==> src/rtl/vga_timing_pkg.sv <==
// Shared 640x480@60Hz timing constants and coordinate type, used by vga_sync_gen
// and the image pixel controller.
package vga_timing_pkg;

  typedef logic [9:0] coord_t;

  localparam int unsigned DEF_H_ACTIVE = 640;
  localparam int unsigned DEF_H_FP     = 16;
  localparam int unsigned DEF_H_SYNC   = 96;
  localparam int unsigned DEF_H_BP     = 48;
  localparam int unsigned DEF_V_ACTIVE = 480;
  localparam int unsigned DEF_V_FP     = 10;
  localparam int unsigned DEF_V_SYNC   = 2;
  localparam int unsigned DEF_V_BP     = 33;

  localparam int unsigned H_TOTAL = DEF_H_ACTIVE + DEF_H_FP + DEF_H_SYNC + DEF_H_BP;
  localparam int unsigned V_TOTAL = DEF_V_ACTIVE + DEF_V_FP + DEF_V_SYNC + DEF_V_BP;

endpackage

==> src/rtl/pixel_tick_div.sv <==
// Pixel-clock enable: one-clk pulse every CLK_DIV system clocks, held high when CLK_DIV=1.
module pixel_tick_div #(
  parameter int unsigned CLK_DIV = 4
) (
  input  logic clk,
  input  logic rst_n,
  output logic p_tick
);

  localparam int unsigned    DivW    = (CLK_DIV > 1) ? $clog2(CLK_DIV) : 1;
  localparam logic [DivW-1:0] DivLast = DivW'(CLK_DIV - 1);
  localparam logic [DivW-1:0] DivOne  = 1;

  logic [DivW-1:0] r_div;
  logic [DivW-1:0] w_div_next;
  logic            r_p_tick;

  always_comb begin
    w_div_next = (r_div == DivLast) ? '0 : r_div + DivOne;
  end

  // Tick is registered from the next divider value so it is 0 in reset even for CLK_DIV=1.
  always_ff @(posedge clk or negedge rst_n) begin
    if (!rst_n) begin
      r_div    <= '0;
      r_p_tick <= 1'b0;
    end else begin
      r_div    <= w_div_next;
      r_p_tick <= (w_div_next == DivLast);
    end
  end

  assign p_tick = r_p_tick;

endmodule

==> src/rtl/vga_sync_gen.sv <==
// VGA timing generator: pixel counters, registered sync/video decode and line/frame strobes.
// Define VGA_SYNC_ALIGN_EN to delay hsync/vsync/video_on by one pixel (for 1-cycle image ROMs).
module vga_sync_gen
  import vga_timing_pkg::*;
#(
  parameter int unsigned CLK_DIV         = 4,
  parameter int unsigned H_ACTIVE        = DEF_H_ACTIVE,
  parameter int unsigned H_FP            = DEF_H_FP,
  parameter int unsigned H_SYNC          = DEF_H_SYNC,
  parameter int unsigned H_BP            = DEF_H_BP,
  parameter int unsigned V_ACTIVE        = DEF_V_ACTIVE,
  parameter int unsigned V_FP            = DEF_V_FP,
  parameter int unsigned V_SYNC          = DEF_V_SYNC,
  parameter int unsigned V_BP            = DEF_V_BP,
  parameter bit          SYNC_ACTIVE_LOW = 1'b1
) (
  input  logic       clk,
  input  logic       rst_n,
  output logic       p_tick,
  output logic [9:0] curr_x,
  output logic [9:0] curr_y,
  output logic       video_on,
  output logic       hsync,
  output logic       vsync,
  output logic       line_end,
  output logic       frame_end
);

  localparam int unsigned HTotal = H_ACTIVE + H_FP + H_SYNC + H_BP;
  localparam int unsigned VTotal = V_ACTIVE + V_FP + V_SYNC + V_BP;

  localparam coord_t XLast   = coord_t'(HTotal - 1);
  localparam coord_t XActive = coord_t'(H_ACTIVE);
  localparam coord_t HsStart = coord_t'(H_ACTIVE + H_FP);
  localparam coord_t HsEnd   = coord_t'(H_ACTIVE + H_FP + H_SYNC - 1);
  localparam coord_t YLast   = coord_t'(VTotal - 1);
  localparam coord_t YActive = coord_t'(V_ACTIVE);
  localparam coord_t VsStart = coord_t'(V_ACTIVE + V_FP);
  localparam coord_t VsEnd   = coord_t'(V_ACTIVE + V_FP + V_SYNC - 1);
  localparam coord_t One     = coord_t'(1);

  localparam logic SyncOff = SYNC_ACTIVE_LOW;
  localparam logic SyncOn  = ~SYNC_ACTIVE_LOW;

  logic   w_p_tick;
  coord_t r_x, r_y;
  coord_t w_x_next, w_y_next;
  logic   r_video_on, r_hsync, r_vsync;
  logic   w_video_next, w_hsync_next, w_vsync_next;

  pixel_tick_div #(
    .CLK_DIV (CLK_DIV)
  ) u_tick_div (
    .clk    (clk),
    .rst_n  (rst_n),
    .p_tick (w_p_tick)
  );

  always_comb begin
    w_x_next = r_x;
    w_y_next = r_y;
    if (w_p_tick) begin
      if (r_x == XLast) begin
        w_x_next = '0;
        w_y_next = (r_y == YLast) ? '0 : r_y + One;
      end else begin
        w_x_next = r_x + One;
      end
    end
  end

  // Decode from next-state counters so the registered flags line up with curr_x/curr_y.
  always_comb begin
    w_video_next = (w_x_next < XActive) && (w_y_next < YActive);
    w_hsync_next = ((w_x_next >= HsStart) && (w_x_next <= HsEnd)) ? SyncOn : SyncOff;
    w_vsync_next = ((w_y_next >= VsStart) && (w_y_next <= VsEnd)) ? SyncOn : SyncOff;
  end

  always_ff @(posedge clk or negedge rst_n) begin
    if (!rst_n) begin
      r_x        <= '0;
      r_y        <= '0;
      r_video_on <= 1'b0;
      r_hsync    <= SyncOff;
      r_vsync    <= SyncOff;
    end else begin
      r_x        <= w_x_next;
      r_y        <= w_y_next;
      r_video_on <= w_video_next;
      r_hsync    <= w_hsync_next;
      r_vsync    <= w_vsync_next;
    end
  end

`ifdef VGA_SYNC_ALIGN_EN
  logic r_video_on_al, r_hsync_al, r_vsync_al;

  always_ff @(posedge clk or negedge rst_n) begin
    if (!rst_n) begin
      r_video_on_al <= 1'b0;
      r_hsync_al    <= SyncOff;
      r_vsync_al    <= SyncOff;
    end else if (w_p_tick) begin
      r_video_on_al <= r_video_on;
      r_hsync_al    <= r_hsync;
      r_vsync_al    <= r_vsync;
    end
  end

  assign video_on = r_video_on_al;
  assign hsync    = r_hsync_al;
  assign vsync    = r_vsync_al;
`else
  assign video_on = r_video_on;
  assign hsync    = r_hsync;
  assign vsync    = r_vsync;
`endif

  assign p_tick    = w_p_tick;
  assign curr_x    = r_x;
  assign curr_y    = r_y;
  assign line_end  = w_p_tick && (r_x == XLast);
  assign frame_end = line_end && (r_y == YLast);

endmodule

==> config.mk <==
export PLATFORM = sky130hd
export DESIGN_NAME = vga_sync_gen
export DESIGN_NICKNAME = d
export VERILOG_FILES = /design/src/rtl/vga_timing_pkg.sv /design/src/rtl/pixel_tick_div.sv /design/src/rtl/vga_sync_gen.sv
export SDC_FILE = /design/constraint.sdc
export NUM_CORES = 1
export LEC_CHECK = 0
export CAP_MARGIN = 10
export CORE_MARGIN = 2
export CORE_UTILIZATION = 55
export DETAILED_ROUTE_END_ITERATION = 16
export PLACE_DENSITY = 0.82
export SLEW_MARGIN = 20
export SYNTH_ARGS = -nofsm -noshare
export SYNTH_HDL_FRONTEND = slang
export SYNTH_SLANG_ARGS = --single-unit
export TNS_END_PERCENT = 30
==> constraint.sdc <==
create_clock -name clk -period 4.67 [get_ports clk]
set_input_delay 0.934 -clock clk [delete_from_list [all_inputs] [get_ports clk]]
set_output_delay 0.934 -clock clk [all_outputs]
set_load 0.01 [all_outputs]
# Word-level counts from Yosys, hierarchy flattened

Index checks and enable logic that the tools add are counted.
Widths: inputs -> output; s select.

Reduce and logical (&&, ||, !) cells: 5
Add/subtract/negate cells: 3
Eq/ne operators: 4
$lt $le $gt $ge: 6
Muxes and demuxes: 8

Operators with widths:

| operator              | number |
|---|---|
| $mux 10               | 5 |
| $add 10x1->10 const B | 2 |
| $eq 10x10->1 const B  | 2 |
| $ge 10x10->1 const B  | 1 |
| $ge 10x9->1 const B   | 1 |
| $le 10x10->1 const B  | 1 |
| $le 10x9->1 const B   | 1 |
| $lt 10x10->1 const B  | 1 |
| $lt 10x9->1 const B   | 1 |
| $logic_and 1x1->1     | 5 |
| $eq 2x2->1 const B    | 2 |
| $add 2x1->2 const B   | 1 |
| $mux 1                | 2 |
| $mux 2                | 1 |

Logic and storage cells: 33
Output and inout port bits: 26
Input bits: 2
Flip-flop bits (word level): 26

# Depth between registers and ports, before layout

Depth after elaboration: 7
Depth in mapped cells: 9

# By module

From an unflattened synthesis, not the netlist that was laid out.

Cells, all modules: 149
Area, all modules: 1390.1 um^2

By module, submodules not included:

| module         | area each (um^2) | cells each | times used |
|---|---|---|---|
| vga_sync_gen   | 1278.7           | 141        | 1 |
| pixel_tick_div | 111.4            | 8          | 1 |

# Worst setup path before layout

Ideal clock, no wire load.

Path type: flip-flop to output port
From: register r_x[0] (netlist: curr_x[0])
To: output frame_end
Path slack: 2317 ps
Arrival: 1419 ps
Cell stages (with the launch flop): 7
Path through: dfrtp_1 ha_1 and3_1 nand4_4 inv_2 buf_6 and2_2

Word-level cells in the longest chain between the ends: 3

RTL lines:

| item                     | line                | text |
|---|---|---|
| start: declaration       | vga_sync_gen.sv:46  | `coord_t r_x, r_y;` |
| start signal: assignment | vga_sync_gen.sv:87  | `r_x <= w_x_next;` |
| $eq 10x10->1             | vga_sync_gen.sv:122 | `assign line_end = w_p_tick && (r_x == XLast);` |
| $logic_and 1x1->1        | vga_sync_gen.sv:122 |  |
| named net line_end       | vga_sync_gen.sv:25  | `output logic line_end,` |
| $logic_and 1x1->1        | vga_sync_gen.sv:123 | `assign frame_end = line_end && (r_y == YLast);` |
| end: declaration         | vga_sync_gen.sv:26  | `output logic frame_end` |

The timed path passes the listed nets, and every way through them passes these cells.

# Worst setup path in the final report

From: register r_x[0] (netlist: curr_x[0])
To: output frame_end

Word-level cells in the longest chain between the ends: 3

RTL lines:

| item              | line |
|---|---|
| $eq 10x10->1      | vga_sync_gen.sv:122 |
| $logic_and 1x1->1 | vga_sync_gen.sv:122 |
| $logic_and 1x1->1 | vga_sync_gen.sv:123 |

Every way passes these cells.

==> key figures <==
Global route
  • Initial antenna violation count: 0
  • Total Routing Usage GR: 20.3%
  • Largest net degree at the start of global routing: 27
  • Vias in the first global route: 1113
  • Total gr overflow: 0
  • First-pass GRT wire length: 5040 um

Clock tree
  • Hold-fix buffers, CTS: 0
  • CTS tree: yes
  • Post CTS Setup Buffer Count: 0
  • H-tree levels: 1
  • Clk slew on worst S/H paths: 0.13 ns
  • Total CTS buffers: 3
  • Worst skew pair latency: 0.31 ns
  • Clk root buf: clkbuf_4
  • CTS Sinks: 26
  • PostCTS Resize Cnt: 0
  • Max Root-Sink Buffers: 2

Floorplanning
  • Die Wd: 55.7 um
  • Io pins: 28
  • Starting Density: 58.9%
  • Die H: 55.7 um
  • Core Area: 2500 um2
  • Num rows: 18
  • Die Area: 3110 um2

STA
  • Worst slew margin: 62.0%
  • Final WS setup: 1.37 ns
  • Fin. max-slew vios: 0
  • TNS Setup: 0 ns
  • Slew @ Worst Pin: 0.570 ns
  • Unrepaired setup endpoints after global routing: false
  • Final setup viols: 0
  • Final hold vios: 0
  • Maximum clock rate: 0.303 GHz
  • WHS: 0.457 ns
  • Period utilization: 70.7%
  • Final clock skew: 0.00155 ns
  • Shortest period the worst path allows: 3.30 ns

Status
  • Status: complete, no violations

Power and ir drop
  • Max VDD drop: 0.000172 V
  • Power per cell area: 191 nW/um2
  • Leakage: 0.764 nW

Routing
  • Iter 0 DRT Violations: 39
  • First-pass detailed-route iteration total: 4
  • Post-Route M1 WL: 1280 um
  • DR vias/cell: 5.75
  • Max Used Layer: met4
  • Antenna-violating nets left: 0
  • Via count: 1168
  • Drt total wl: 3010 um
  • Per-cell routed wire length: 14.8 um
  • Met3 wire len: 192 um
  • Number of remaining DRC errors: 0
  • Met2 wire len: 1510 um

Cells and area
  • P&R area growth vs syn: 21.5%
  • Number of fill cells: 183
  • Antenna Cells: 0
  • Layout cells sized above 1: 13.9%
  • Final net count: 181

Setup path
  • Crit Path Max Fanout: 13
  • WP buf/inv: 2
  • Setup crit end kind: primary output
  • Req. time, crit path: 3.74 ns
  • Crit path largest cell delay: 0.53 ns
  • CP max-delay cell: clkdlybuf4s50_1
  • CP startpoint kind: register
  • CP arrival: 2.37 ns
  • Crit-path cells: ha_1 > and3_1 > nand4_4 > inv_2 > and2_2 > clkdlybuf4s50_1
  • Cell family with the largest share of critical-path delay: buffers and inverters
  • Setup CP Type: reg -> out

Synth
  • YS warnings: 0
  • Post-Syn Area per Cell: 10.2 um2
  • Number of synthesized register bits: 26
  • Syn Std Cell Area: 1470 um2
  • Post-synthesis cell count: 144
  • Yosys cell types: 45
  • Post-synth EDFFs: 0
  • Syn Nets: 151
  • Register area share after synthesis: 44.4%
  • Post-synth ARST share: 100%
  • Top_reg_cell synth: dfrtp_1

Worst hold path
  • Min-Delay Path Class: reg -> reg

Placement
  • I/O Buffers: 27
  • Dpl ws: 1.75 ns
  • Dpl hpwl: 2210 um
  • RePlAce Congestion: 0.900

Job
  • Max-cap viol count: 0
## report_power, final
| part | internal [W] | switching, W |
|---|---|---|
| clock network | 0.0000477 | 0.0000641 |
| logic | 0.000000299 | 0.00000414 |
| registers | 0.000225 | 0 |
| total | 0.000273 | 0.0000682 |
## metal layers
layer / vias up / global-route usage (%)
li1: 566 / -
met2: 38 / 36.2
met5: - / 0
met1: 560 / 24.7
met3: 4 / 3.72
met4: 0 / 6.27
## state kept, by name (all words and copies together), names as in the netlist
register and count:
curr_x 10, curr_y 10, u_tick_div.r_div 2, hsync 1
u_tick_div.p_tick 1, video_on 1, vsync 1
## kinds of logic after synthesis
logic type	Yosys count	synth area share, %
and+or+nand+nor	68	28.3
AOI/OAI and AO/OA	20	9.35
DFF	26	44.4
adders and majority gates	5	4.25
xor gates and xnor gates	11	6.54
buffers and inverters	9	3.31
muxes	5	3.91
## stage by stage
step	instance area [um2]	instances	power, W	util (%)
2_1_floorplan	1470	144	0.000229	-
3_3_place_gp	1760	199	0.000235	70.3
3_5_place_dp	1750	199	0.000234	70.1
4_1_cts	1790	203	0.000346	71.6
5_1_grt	1790	203	0.000356	71.6
6_report	1790	203	0.000341	71.6
## placed cells by master (no fill, tap or decap), types with 2 or more instances in the layout
master,count
and4_1,2
a22o_1,2
nor2b_1,2
nor2_1,14
xnor2_1,6
o22ai_1,2
mux2i_1,2
ha_1,5
nand4_1,4
nand2b_1,3
dfstp_2,2
inv_1,6
and2_1,4
xor2_1,5
clkbuf_4,3
dfrtp_1,24
nand3_1,5
and3_1,4
mux2_2,2
clkdlybuf4s50_1,26
o21ai_0,7
nand2_1,17
## worst reg2reg max path, cell delays in order (launching register included)
cell and delay (ns):
dfrtp_1 0.43, ha_1 0.21, and3_1 0.27, nand4_4 0.21
inv_2 0.23, and3_1 0.20, xor2_1 0.19, and4_4 0.26
o31ai_2 0.06
## final cells by class
cell class | count | area [um2] | share of cell area, %
multi-input cells | 109 | 771 | 43.1
well taps | 30 | 37.5 | 2.10
repair buffers | 27 | 265 | 14.8
clock buffers | 4 | 36.3 | 2.03
flip-flops and latches | 26 | 653 | 36.5
inverters | 7 | 26.3 | 1.47
## path summary, 6_finish.rpt
path                                       endpoint  slack [ns]  depth (start not counted)                 from
worst max-delay path                      frame_end        1.37                          6            curr_x[0]
worst min-delay path            u_tick_div.r_div[0]        0.46                          1  u_tick_div.r_div[0]
worst max register to register             video_on        2.50                          8            curr_x[0]
worst min register to register  u_tick_div.r_div[0]        0.46                          1  u_tick_div.r_div[0]
max in group asynchronous                     hsync        3.70                          1                rst_n
min in group asynchronous                 curr_x[2]        0.59                          1                rst_n
## synthesized netlist by cell type, drive strengths merged, types with 4 or more instances
cell type / count / share of area, %
nand2: 17 / 4.3
and3: 5 / 2.2
o21ai: 7 / 2.4
dfrtp: 24 / 41
nor2: 15 / 4.0
xor2: 5 / 3.0
nand3: 6 / 2.4
and2: 5 / 2.2
and4: 4 / 2.6
ha: 5 / 4.2
inv: 7 / 1.8
xnor2: 6 / 3.6
nand4: 5 / 3.1
Power figures use the tool's default switching activity.
